`src/rtl/risc16_exec_ctrl.sv`:
```
// risc16_exec_ctrl
// Multi-cycle issue/execute/write-back controller for the 16-bit RISC datapath.
// It accepts one instruction at a time, reads two register-file operands,
// computes an ALU result, writes it back and keeps the {Z,N,C} flags.
// Ports:
//   clk, rst             - rising-edge clock, synchronous active-high reset
//   instr, instr_valid   - instruction word and its valid strobe
//   instr_ready          - high only while idle
//   RA_addr/RB_addr      - register file read addresses
//   RA_data/RB_data      - register file combinational read data
//   WE/WR_addr/WR_data   - register file write port (WE high one cycle)
//   flags                - {Z,N,C}
//   retire, illegal      - one-cycle completion / undefined-opcode pulses
module risc16_exec_ctrl #(
  parameter int DW = 16,
  parameter int AW = 3
) (
  input  logic          clk,
  input  logic          rst,
  input  logic [15:0]   instr,
  input  logic          instr_valid,
  output logic          instr_ready,
  output logic [AW-1:0] RA_addr,
  output logic [AW-1:0] RB_addr,
  input  logic [DW-1:0] RA_data,
  input  logic [DW-1:0] RB_data,
  output logic          WE,
  output logic [AW-1:0] WR_addr,
  output logic [DW-1:0] WR_data,
  output logic [2:0]    flags,
  output logic          retire,
  output logic          illegal
);

  typedef enum logic [1:0] {S_IDLE, S_DECODE, S_EXEC, S_WB} state_e;

  state_e        state_q, state_d;
  logic [15:0]   instr_q, instr_d;
  logic [DW-1:0] opa_q, opa_d, opb_q, opb_d;
  logic          ready_q, ready_d;
  logic [AW-1:0] ra_addr_q, ra_addr_d, rb_addr_q, rb_addr_d;
  logic          we_q, we_d;
  logic [AW-1:0] wr_addr_q, wr_addr_d;
  logic [DW-1:0] wr_data_q, wr_data_d;
  logic [2:0]    flags_q, flags_d;
  logic          retire_q, retire_d;
  logic          illegal_q, illegal_d;

  // ALU signals
  logic [3:0]      op;
  logic [DW:0]     sum;
  logic [2*DW-1:0] shl_w, shr_w;
  logic [DW-1:0]   alu_res;
  logic            alu_c;
  logic            writes, flag_upd, is_illegal;

  assign op = instr_q[15:12];

  always_comb begin
    sum        = '0;
    alu_res    = '0;
    alu_c      = 1'b0;
    writes     = 1'b1;
    flag_upd   = 1'b1;
    is_illegal = 1'b0;
    // Shifts done in a double-width field so the last bit shifted out lands
    // at a fixed position; a zero shift naturally yields a zero carry.
    shl_w = {{DW{1'b0}}, opa_q} << opb_q[3:0];
    shr_w = {opa_q, {DW{1'b0}}} >> opb_q[3:0];
    case (op)
      4'h1: begin
        sum     = {1'b0, opa_q} + {1'b0, opb_q};
        alu_res = sum[DW-1:0];
        alu_c   = sum[DW];
      end
      4'h2: begin
        // Top bit of the widened difference is the unsigned borrow.
        sum     = {1'b0, opa_q} - {1'b0, opb_q};
        alu_res = sum[DW-1:0];
        alu_c   = sum[DW];
      end
      4'h3: alu_res = opa_q & opb_q;
      4'h4: alu_res = opa_q | opb_q;
      4'h5: alu_res = opa_q ^ opb_q;
      4'h6: begin
        alu_res = shl_w[DW-1:0];
        alu_c   = shl_w[DW];
      end
      4'h7: begin
        alu_res = shr_w[2*DW-1:DW];
        alu_c   = shr_w[DW-1];
      end
      4'h8: begin
        sum     = {1'b0, opa_q} + {1'b0, {{(DW-6){instr_q[5]}}, instr_q[5:0]}};
        alu_res = sum[DW-1:0];
        alu_c   = sum[DW];
      end
      4'h9: begin
        alu_res  = {instr_q[7:0], {(DW-8){1'b0}}};
        flag_upd = 1'b0;
      end
      4'hA: begin
        alu_res  = opa_q;
        flag_upd = 1'b0;
      end
      4'h0: begin
        writes   = 1'b0;
        flag_upd = 1'b0;
      end
      default: begin
        writes     = 1'b0;
        flag_upd   = 1'b0;
        is_illegal = 1'b1;
      end
    endcase
  end

  always_comb begin
    state_d   = state_q;
    instr_d   = instr_q;
    opa_d     = opa_q;
    opb_d     = opb_q;
    ready_d   = ready_q;
    ra_addr_d = ra_addr_q;
    rb_addr_d = rb_addr_q;
    we_d      = 1'b0;
    wr_addr_d = wr_addr_q;
    wr_data_d = wr_data_q;
    flags_d   = flags_q;
    retire_d  = 1'b0;
    illegal_d = 1'b0;
    case (state_q)
      S_IDLE: begin
        ready_d = 1'b1;
        if (instr_valid && ready_q) begin
          instr_d   = instr;
          ra_addr_d = instr[8:6];
          rb_addr_d = instr[5:3];
          ready_d   = 1'b0;
          state_d   = S_DECODE;
        end
      end
      S_DECODE: begin
        opa_d   = RA_data;
        opb_d   = RB_data;
        state_d = S_EXEC;
      end
      S_EXEC: begin
        if (flag_upd) flags_d = {(alu_res == '0), alu_res[DW-1], alu_c};
        if (writes) begin
          we_d      = 1'b1;
          wr_addr_d = instr_q[11:9];
          wr_data_d = alu_res;
          state_d   = S_WB;
        end else begin
          retire_d  = 1'b1;
          illegal_d = is_illegal;
          ready_d   = 1'b1;
          state_d   = S_IDLE;
        end
      end
      S_WB: begin
        retire_d = 1'b1;
        ready_d  = 1'b1;
        state_d  = S_IDLE;
      end
      default: state_d = S_IDLE;
    endcase
  end

  always_ff @(posedge clk) begin
    if (rst) begin
      state_q   <= S_IDLE;
      instr_q   <= '0;
      opa_q     <= '0;
      opb_q     <= '0;
      ready_q   <= 1'b1;
      ra_addr_q <= '0;
      rb_addr_q <= '0;
      we_q      <= 1'b0;
      wr_addr_q <= '0;
      wr_data_q <= '0;
      flags_q   <= '0;
      retire_q  <= 1'b0;
      illegal_q <= 1'b0;
    end else begin
      state_q   <= state_d;
      instr_q   <= instr_d;
      opa_q     <= opa_d;
      opb_q     <= opb_d;
      ready_q   <= ready_d;
      ra_addr_q <= ra_addr_d;
      rb_addr_q <= rb_addr_d;
      we_q      <= we_d;
      wr_addr_q <= wr_addr_d;
      wr_data_q <= wr_data_d;
      flags_q   <= flags_d;
      retire_q  <= retire_d;
      illegal_q <= illegal_d;
    end
  end

  assign instr_ready = ready_q;
  assign RA_addr     = ra_addr_q;
  assign RB_addr     = rb_addr_q;
  assign WE          = we_q;
  assign WR_addr     = wr_addr_q;
  assign WR_data     = wr_data_q;
  assign flags       = flags_q;
  assign retire      = retire_q;
  assign illegal     = illegal_q;

endmodule

```
`config.mk`:
```
export PLATFORM = sky130hd
export DESIGN_NAME = risc16_exec_ctrl
export DESIGN_NICKNAME = d
export VERILOG_FILES = /design/src/rtl/risc16_exec_ctrl.sv
export SDC_FILE = /design/constraint.sdc
export NUM_CORES = 1
export LEC_CHECK = 0
export CAP_MARGIN = 20
export CORE_MARGIN = 4
export CORE_UTILIZATION = 35
export DETAILED_ROUTE_END_ITERATION = 16
export SYNTH_ARGS = -nofsm -noshare
export SYNTH_HDL_FRONTEND = slang
export SYNTH_SLANG_ARGS = --single-unit
export TNS_END_PERCENT = 30
```
`constraint.sdc`:
```
create_clock -name clk -period 4.5 [get_ports clk]
set_input_delay 0.9 -clock clk [delete_from_list [all_inputs] [get_ports clk]]
set_output_delay 0.9 -clock clk [all_outputs]
set_load 0.02 [all_outputs]
```
# Word level (Yosys, flattened, before mapping)
# Cells that the tools add are included.
# word_totals
output_inout_bits	32
latchBits	0
mem_bits_ro	0
input_bits	51
ramBits	0
ff_bits	82
n_memories	0
# op_classes
eq_ne	15
n_reduce_logical	14
bitwise	4
n_shift	2
magnitude_cmp	0
div_mod_pow	0
add_sub_neg	3
n_mux	14
mul	0
# ops
op	count
16-bit one-hot mux with 10 select lines	1
16-bit by 16-bit adder with 17-bit output	2
32-bit by 4-bit >> shifter with 32-bit output	1
16-bit by 4-bit left shift with 17-bit output	1
16-bit by 16-bit subtractor with 17-bit output	1
16-bit AND	1
4-bit by 3-bit equality test with 1-bit output (second input constant)	4
16-bit logical NOT	1
16-bit OR	1
16-bit XOR	1
4-bit equality test (second input constant)	3
11-bit OR reduction	1
10-bit OR reduction	1
4-bit by 2-bit equality test with 1-bit output (second input constant)	2
2-bit one-hot mux with 4 select lines	1
2-bit AND reduction	4
8-bit OR reduction	1
1-bit 2-to-1 mux	7
1-bit one-hot mux with 5 select lines	1
2-bit equality test (second input constant)	2
4-bit by 1-bit equality test with 1-bit output (second input constant)	1
4-bit logical NOT	1
2-bit 2-to-1 mux	2
2-bit != test (second input constant)	2
other kinds (9)	9

# Logic depth before layout (Yosys ltp)
# Gate-level depths: netlist (run 1).
# logic_depth
ltp_word	5
ltp_mapped	16
mapped_depth_nobuf	14

# Least setup slack after synthesis (run 1)
# OpenSTA, ideal clock, no wires.
# synth_timing
kind	register to register
startpoint	register opb_q[2]
endpoint	register flags_q[2] (netlist: flags[2])
arrival_ps	3506
required_time_ps	4383
path_stages_with_launch	16
setup_time_ps	117
slack_ps	877
path_buffers	4
period_less_slack_ps	3623
cell_sequence	dfxtp_1 -> buf_4 -> buf_8 -> inv_1 -> clkbuf_1 -> ha_1 -> clkbuf_1 -> and3_1 -> a2111o_1 -> a31o_2 -> a31oi_1 -> nor3_1 -> or4_1 -> nand3b_1 -> nor4bb_1 -> a32o_1
# synth_between
elab_chain_len	3
word_cells_on_any_way	9
# synth_rtl
element	line_no	rtl
start: declaration	39	logic [DW-1:0] opa_q, opa_d, opb_q, opb_d;
start signal: assignment	190	opb_q <= opb_d;
16-bit by 16-bit subtractor with 17-bit output, or another cell as far along	78	sum = {1'b0, opa_q} - {1'b0, opb_q};
16-bit one-hot mux with 10 select lines (*)	70	case (op)
16-bit logical NOT (*)	149	if (flag_upd) flags_d = {(alu_res == '0), alu_res[DW-1], alu_c};
end signal: assignment	197	flags_q <= flags_d;
end: declaration	45	logic [2:0] flags_q, flags_d;
# Mark *: on every way between the ends. The rest lies on a longest branch, timed or not.
# A chain may end at the register's enable or synchronous reset.

# Final worst setup path (run 1)
# layout_timing
startpoint	register instr_q[15]
endpoint	register flags_q[2] (netlist: flags[2])
# layout_between
elab_chain_len	4
word_cells_on_any_way	15
# layout_rtl
element	line_no	rtl
start: declaration	38	logic [15:0] instr_q, instr_d;
start signal: assignment	188	instr_q <= instr_d;
branches (longest 4 deep; another with 16-bit one-hot mux with 10 select lines)	--	
# Several ways; the timed one is not identified.

==> results.sh, run 1 <==
export IMPL_status="finished clean"
export IMPL_peakVddDrop_uv=184
export IMPL_clockBufferDepth=2
export IMPL_start_util_pct=35.6
export IMPL_clk_latency_ns=0.36
export IMPL_fin_nets=1208
export IMPL_grt_max_degree=44
export IMPL_tns_ns=0
export IMPL_nFillCells=2369
export IMPL_yosysWarnings=0
export IMPL_dpl_hpwl_um=24400
export IMPL_synth_top_area_share_pct=18.8
export IMPL_crit_fanout=16
export IMPL_synth_flop_cell="dfxtp_1"
export IMPL_cp_cell_sequence="nor2b_1 > nand2_1 > o21ai_0 > a2111oi_0 > o211ai_1 > a21oi_1 > nand4_1 > nor4bb_1 > a32o_1"
export IMPL_whs_ns=0.457
export IMPL_synth_area_leader_cell="dfxtp_1"
export IMPL_die_x_um=160
export IMPL_vias=8427
export IMPL_synth_area_leaders="dfxtp_1 (19%), ha_1 (11%), mux2i_1 (9.5%), nor2_1 (5.6%), a21oi_1 (5.3%)"
export IMPL_slew_viol_final=0
export IMPL_syn_area_um2=8090
export IMPL_numCtsBuffers=9
export IMPL_fp_row_count=55
export IMPL_async_flop_share_pct=0
export IMPL_first_global_vias=7793
export IMPL_arrival_ns=4.20
export IMPL_die_area_um2=25600
export IMPL_wl_um=31800
export IMPL_avgRoutedWirePerCell_um=23.1
export IMPL_grt_antenna_before_repair=0
export IMPL_timing_fmax_mhz=256
export IMPL_setup_viol=0
export IMPL_seq_area_frac_synth_pct=18.8
export IMPL_syn_inst=1046
export IMPL_leakagePower_nw=3.54
export IMPL_hold_violations=0
export IMPL_synth_edf_count=0
export IMPL_maxCapViolCount=0
export IMPL_area_growth_pct=15.9
export IMPL_post_cts_resized=0
export IMPL_synth_avg_cell_area_um2=7.73
export IMPL_core_area_um2=22700
export IMPL_ys_ff_latch=76
export IMPL_grt_pass1_wl_um=48500
export IMPL_h_tree_depth=3
export IMPL_rsz0062_at_grt="no"
export IMPL_grt_usage_pct=23.9
export IMPL_cts_root_buffer="clkbuf_16"
export IMPL_worstHoldPathType="reg -> reg"
export IMPL_fp_dieH_um=160
export IMPL_final_util_pct=41.3
export IMPL_cts_setup_buffers=0
export IMPL_slew_headroom_pct=30.9
export IMPL_crit_slowest_cell="a2111oi_0"
export IMPL_io_pins=83
export IMPL_cp_end_kind="flip-flop"
export IMPL_dr_pass1_iters=6
export IMPL_cp_start_kind="flip-flop"
export IMPL_drtIter0Drc=1048
export IMPL_power_density_nw_per_um2=444
export IMPL_cts_sinks=76
export IMPL_cts_hold_fix_buffers=0
export IMPL_min_period_over_period_pct=86.9
export IMPL_cpPeakStageDelay_ns=0.82
export IMPL_cts_tree="yes"
export IMPL_min_period_ns=3.91
export IMPL_grt_remaining_overflow=0
export IMPL_mappedNetlistNets=1170
export IMPL_cp_data_required_time_ns=4.79
export IMPL_clkTransAtPathRegs_ns=0.07
export IMPL_antennaDiodeCount=0
export IMPL_antenna_left=0
export IMPL_yosys_cell_types_count=91
export IMPL_critical_path_class="reg -> reg"
export IMPL_layout_drive_gt1_share_pct=8.72
export IMPL_fin_skew_ns=0.00971
export IMPL_portBuffers=82
export IMPL_tightest_slew_ns=1.04
export IMPL_gp_congestion=1.05
export IMPL_avgViaCountPerCell=6.13
export IMPL_route_detailed_drc=0
[power breakdown]
group / leakage [nW] / internal, mW / switching [mW]
registers: 0.620 / 0.778 / 0.166
clock network: 0.140 / 0.388 / 0.347
logic: 2.78 / 0.956 / 1.52
[layer usage]
layer | up-vias | wire length (um) | GRT usage, %
li1 | 3876 | - | -
met1 | 3964 | 13700 | 32.9
met2 | 502 | 13900 | 36.9
met3 | 85 | 2950 | 5.34
met4 | 0 | 1250 | 8.53
met5 | - | 0 | 0
[registers in the layout, indices dropped and copies added, names as in the netlist, 2 cells and up]
name / count
opb_q: 16
instr_q: 16
opa_q: 16
WR_data: 16
WR_addr: 3
state_q: 2
flags: 3
[cell type report]
cell class | count | area (um^2) | share of cell area [%]
multi-input cells | 821 | 5890 | 62.9
clock inverters | 7 | 65.1 | 0.694
flip-flops and latches | 76 | 1520 | 16.2
clock buffers | 9 | 225 | 2.40
inverters | 56 | 210 | 2.24
repair buffers | 120 | 1100 | 11.7
well taps | 285 | 357 | 3.80
[stage by stage]
step                worst slack (ns)  std cells  total power, mW  area, um^2
CTS                            0.795       1374             4.11        9370
global route                   0.394       1374             4.39        9370
detailed placement             0.821       1358             3.35        9080
finish                         0.591       1374             4.16        9370
global placement               0.772       1358             3.36        9080
floorplan                      0.877       1046             2.63        8090
[path summary, 6_finish.rpt]
check | from | endpoint | slack (ns) | cells past startpoint
min reg2reg | instr_q[8] | instr_q[8] | 0.46 | 2
min | instr_q[8] | instr_q[8] | 0.46 | 2
max reg2reg | instr_q[15] | flags[2] | 0.59 | 9
max | instr_q[15] | flags[2] | 0.59 | 9
[Yosys cell counts, drive strengths merged (4+ instances only)]
master  count
a211o       6
a211oi     29
a21o       10
a21oi      86
a221oi      5
a22oi      14
a31oi       4
a32o        4
a32oi       7
and2        8
and3        8
buf        44
clkbuf     49
dfxtp      76
ha         70
inv        56
mux2       11
mux2i      77
mux4       10
nand2      82
nand2b     17
nand3      17
nand3b      5
nand4       5
nor2      121
nor2b      14
nor3       29
nor4       10
o211a       4
o211ai     14
o21a        5
o21ai      35
o221ai      5
o22ai      16
o31ai       6
o32ai       4
xnor2      10
xor2       10
[cells in the final DEF (no fill, tap or decap), types with 6 or more instances in the layout]
master / Yosys / final
o21ai_0: 26 / 26
ha_1: 70 / 69
nor4_1: 9 / 9
o31ai_1: 6 / 6
o21ai_1: 9 / 9
nor2_1: 120 / 120
a211oi_1: 27 / 27
clkbuf_16: 0 / 9
and3_1: 8 / 8
dfxtp_1: 76 / 75
xnor2_1: 10 / 10
mux2_1: 6 / 6
nor2b_1: 14 / 14
inv_1: 52 / 52
o211ai_1: 14 / 14
mux2i_1: 77 / 77
o22ai_1: 16 / 16
nand2_1: 80 / 80
buf_4: 10 / 38
a21oi_1: 86 / 86
nand2b_1: 17 / 17
nor3_1: 29 / 29
a211o_1: 6 / 6
and2_1: 7 / 7
mux4_2: 10 / 10
clkdlybuf4s50_1: 0 / 81
xor2_1: 10 / 10
nand3_1: 16 / 16
a32oi_1: 7 / 7
a22oi_1: 14 / 14
a21o_1: 10 / 10
[worst max-delay path: cells and delay by family (launching register included)]
| kind | cells | cell delay, ns |
|---|---|---|
| AND/OR/NAND/NOR | 4 | 1.22 |
| flip-flops | 1 | 0.75 |
| AO/OA/AOI/OAI | 5 | 1.87 |
[cells by family (layout without fill, tap and decap cells)]
group | count (synthesis) | count (layout) | share of synthesized area (%)
AOI/OAI and AO/OA | 294 | 294 | 25.1
buffers and inverters | 149 | 192 | 8.52
xor gates and xnor gates | 20 | 20 | 2.17
muxes | 98 | 98 | 13.8
adders and majority gates | 73 | 73 | 11.6
and+or+nand+nor | 336 | 336 | 20.0
DFF | 76 | 76 | 18.8
No activity file was read; power rests on OpenSTA's default activity.
==> run 2, diff against run 1 <==
--- a/config.mk
+++ b/config.mk
@@ -6,9 +6,12 @@
 export NUM_CORES = 1
 export LEC_CHECK = 0
 export CAP_MARGIN = 20
+export CELL_PAD_IN_SITES_DETAIL_PLACEMENT = 1
+export CELL_PAD_IN_SITES_GLOBAL_PLACEMENT = 2
 export CORE_MARGIN = 4
 export CORE_UTILIZATION = 35
 export DETAILED_ROUTE_END_ITERATION = 16
+export PLACE_DENSITY_LB_ADDON = 0.1
 export SYNTH_ARGS = -nofsm -noshare
 export SYNTH_HDL_FRONTEND = slang
 export SYNTH_SLANG_ARGS = --single-unit
==> run 2 against run 1 <==
Sequential share of layout area fell by 0.11 points. Clock-buffer cell count did not move. First-iteration DRC count is 36% lower. Non-clock buffer count increased by 8. Final cell count increased by 0.58%. Worst setup slack lost 0.086 ns. Cell area up 0.65%. Global-route usage is 3.4 points higher. Critical path type unchanged. Largest cell class unchanged. Highest routed layer unchanged.
==> results.sh, run 2 (synthesized netlist as in run 1, its figures left out) <==
export IMPL_tns_ns=0
export IMPL_io_pins=83
export IMPL_crit_slowest_cell="a221oi_1"
export IMPL_numCtsBuffers=9
export IMPL_peakVddDrop_uv=181
export IMPL_hold_depth=2
export IMPL_first_global_vias=8384
export IMPL_crit_fanout=10
export IMPL_layout_drive_gt1_share_pct=9.30
export IMPL_slew_headroom_pct=38.3
export IMPL_grt_usage_pct=27.3
export IMPL_die_area_um2=25600
export IMPL_cts_tree="yes"
export IMPL_path_buf_inv=2
export IMPL_cts_setup_buffers=0
export IMPL_cts_sinks=76
export IMPL_leakagePower_nw=3.59
export IMPL_critical_path_class="reg -> reg"
export IMPL_maxCapViolCount=0
export IMPL_die_x_um=160
export IMPL_h_tree_depth=3
export IMPL_min_period_over_period_pct=88.8
export IMPL_grt_antenna_before_repair=0
export IMPL_antennaDiodeCount=0
export IMPL_core_area_um2=22700
export IMPL_antenna_left=0
export IMPL_avgViaCountPerCell=6.04
export IMPL_cp_cell_sequence="inv_1 > ha_1 > inv_1 > fa_1 > nand2b_1 > a221o_1 > a21oi_1 > a221oi_1 > o211ai_1 > a21oi_1 > nand4_1 > nor4bb_1 > a32o_1"
export IMPL_portBuffers=82
export IMPL_tightest_slew_ns=0.903
export IMPL_hold_violations=0
export IMPL_cp_end_kind="flip-flop"
export IMPL_worstHoldPathType="reg -> reg"
export IMPL_power_density_nw_per_um2=455
export IMPL_clockBufferDepth=2
export IMPL_vias=8347
export IMPL_nFillCells=2742
export IMPL_fin_skew_ns=0.0159
export IMPL_slew_viol_final=0
export IMPL_timing_fmax_mhz=250
export IMPL_grt_pass1_wl_um=53900
export IMPL_rsz0062_at_grt="no"
export IMPL_post_cts_resized=0
export IMPL_avgRoutedWirePerCell_um=26.1
export IMPL_finalWorstSetupSlack_ns=0.505
export IMPL_arrival_ns=4.29
export IMPL_clkTransAtPathRegs_ns=0.07
export IMPL_cts_hold_fix_buffers=0
export IMPL_clk_latency_ns=0.36
export IMPL_cp_data_required_time_ns=4.79
export IMPL_mostFrequentLayoutCells="nor2_1 (120), a21oi_1 (86), clkdlybuf4s50_1 (81), nand2_1 (80), mux2i_1 (77)"
export IMPL_cp_depth=13
export IMPL_area_growth_pct=16.6
export IMPL_cp_start_kind="flip-flop"
export IMPL_drtIter0Drc=669
export IMPL_dr_pass1_iters=5
export IMPL_rr_worst_depth=13
export IMPL_cts_root_buffer="clkbuf_16"
export IMPL_final_common_cell="nor2_1"
export IMPL_start_util_pct=35.6
export IMPL_fin_nets=1216
export IMPL_dp_slack_ns=0.527
export IMPL_fp_row_count=55
export IMPL_route_detailed_drc=0
export IMPL_cpPeakStageDelay_ns=0.76
export IMPL_dpl_hpwl_um=28100
export IMPL_wl_um=36100
export IMPL_min_period_ns=4.00
export IMPL_status="finished clean"
export IMPL_setup_viol=0
export IMPL_gp_congestion=0.951
export IMPL_fp_dieH_um=160
export IMPL_grt_remaining_overflow=0
export IMPL_crit_family="compound AO/OA/AOI/OAI gates"
export IMPL_grt_max_degree=39
## run 2: where the power goes
| part | switching, mW | internal, mW | leakage, nW |
|---|---|---|---|
| registers | 0.166 | 0.777 | 0.620 |
| logic | 1.60 | 0.984 | 2.82 |
| clock network | 0.369 | 0.390 | 0.141 |
| total | 2.14 | 2.15 | 3.59 |
## run 2: metal layers
| metal | global-route usage, % | vias up | part of all wire, % |
|---|---|---|---|
| met5 | 0 | - | 0 |
| met4 | 8.25 | 0 | 3.2 |
| met3 | 5.39 | 58 | 6.6 |
| met2 | 44.0 | 317 | 45 |
| met1 | 37.0 | 4090 | 45 |
| li1 | - | 3882 | - |
## run 2: area by class of cell
cell class | instances | area [um^2] | share of cell area (%)
sequential | 76 | 1520 | 16.1
inverter | 56 | 210 | 2.23
tap | 285 | 357 | 3.78
clock buffer | 9 | 225 | 2.39
multi-input combinational | 821 | 5890 | 62.4
clock inverter | 7 | 65.1 | 0.690
timing repair buffer | 128 | 1170 | 12.4
## run 2: stage by stage
step	instance area, um^2	utilization (%)	instances	hold slack, ns	total power, mW
final	9440	41.5	1382	0.453	4.29
after global routing	9440	41.5	1382	0.478	4.55
after CTS	9440	41.5	1382	0.457	4.28
after detailed placement	9150	40.3	1366	0.447	3.50
after global placement	9130	40.2	1365	0.443	3.49
after floorplan	8090	-	1046	0.432	2.63
## run 2: path summary, 6_finish.rpt
| kind | startpoint | end | slack [ns] |
|---|---|---|---|
| worst min-delay path | instr_q[9] | WR_addr[0] | 0.45 |
| worst min register to register | instr_q[9] | WR_addr[0] | 0.45 |
| worst max register to register | opa_q[0] | flags[2] | 0.50 |
| worst max-delay path | opa_q[0] | flags[2] | 0.50 |
## run 2: worst reg2reg max path, cell delays in order, from the launching register on
cell and delay (ns):
dfxtp_1 0.41, inv_1 0.13, ha_1 0.18, inv_1 0.06
fa_1 0.46, nand2b_1 0.15, a221o_1 0.25, a21oi_1 0.15
a221oi_1 0.76, o211ai_1 0.17, a21oi_1 0.43, nand4_1 0.25
nor4bb_1 0.33, a32o_1 0.19
==> run 3, diff against run 2 <==
--- a/config.mk
+++ b/config.mk
@@ -10,6 +10,7 @@
 export CELL_PAD_IN_SITES_GLOBAL_PLACEMENT = 2
 export CORE_MARGIN = 4
 export CORE_UTILIZATION = 35
+export CTS_CLUSTER_DIAMETER = 150
 export DETAILED_ROUTE_END_ITERATION = 16
 export PLACE_DENSITY_LB_ADDON = 0.1
 export SYNTH_ARGS = -nofsm -noshare
==> results of run 3 <==
Final layout, timing and power as in run 2 (identical DEF).
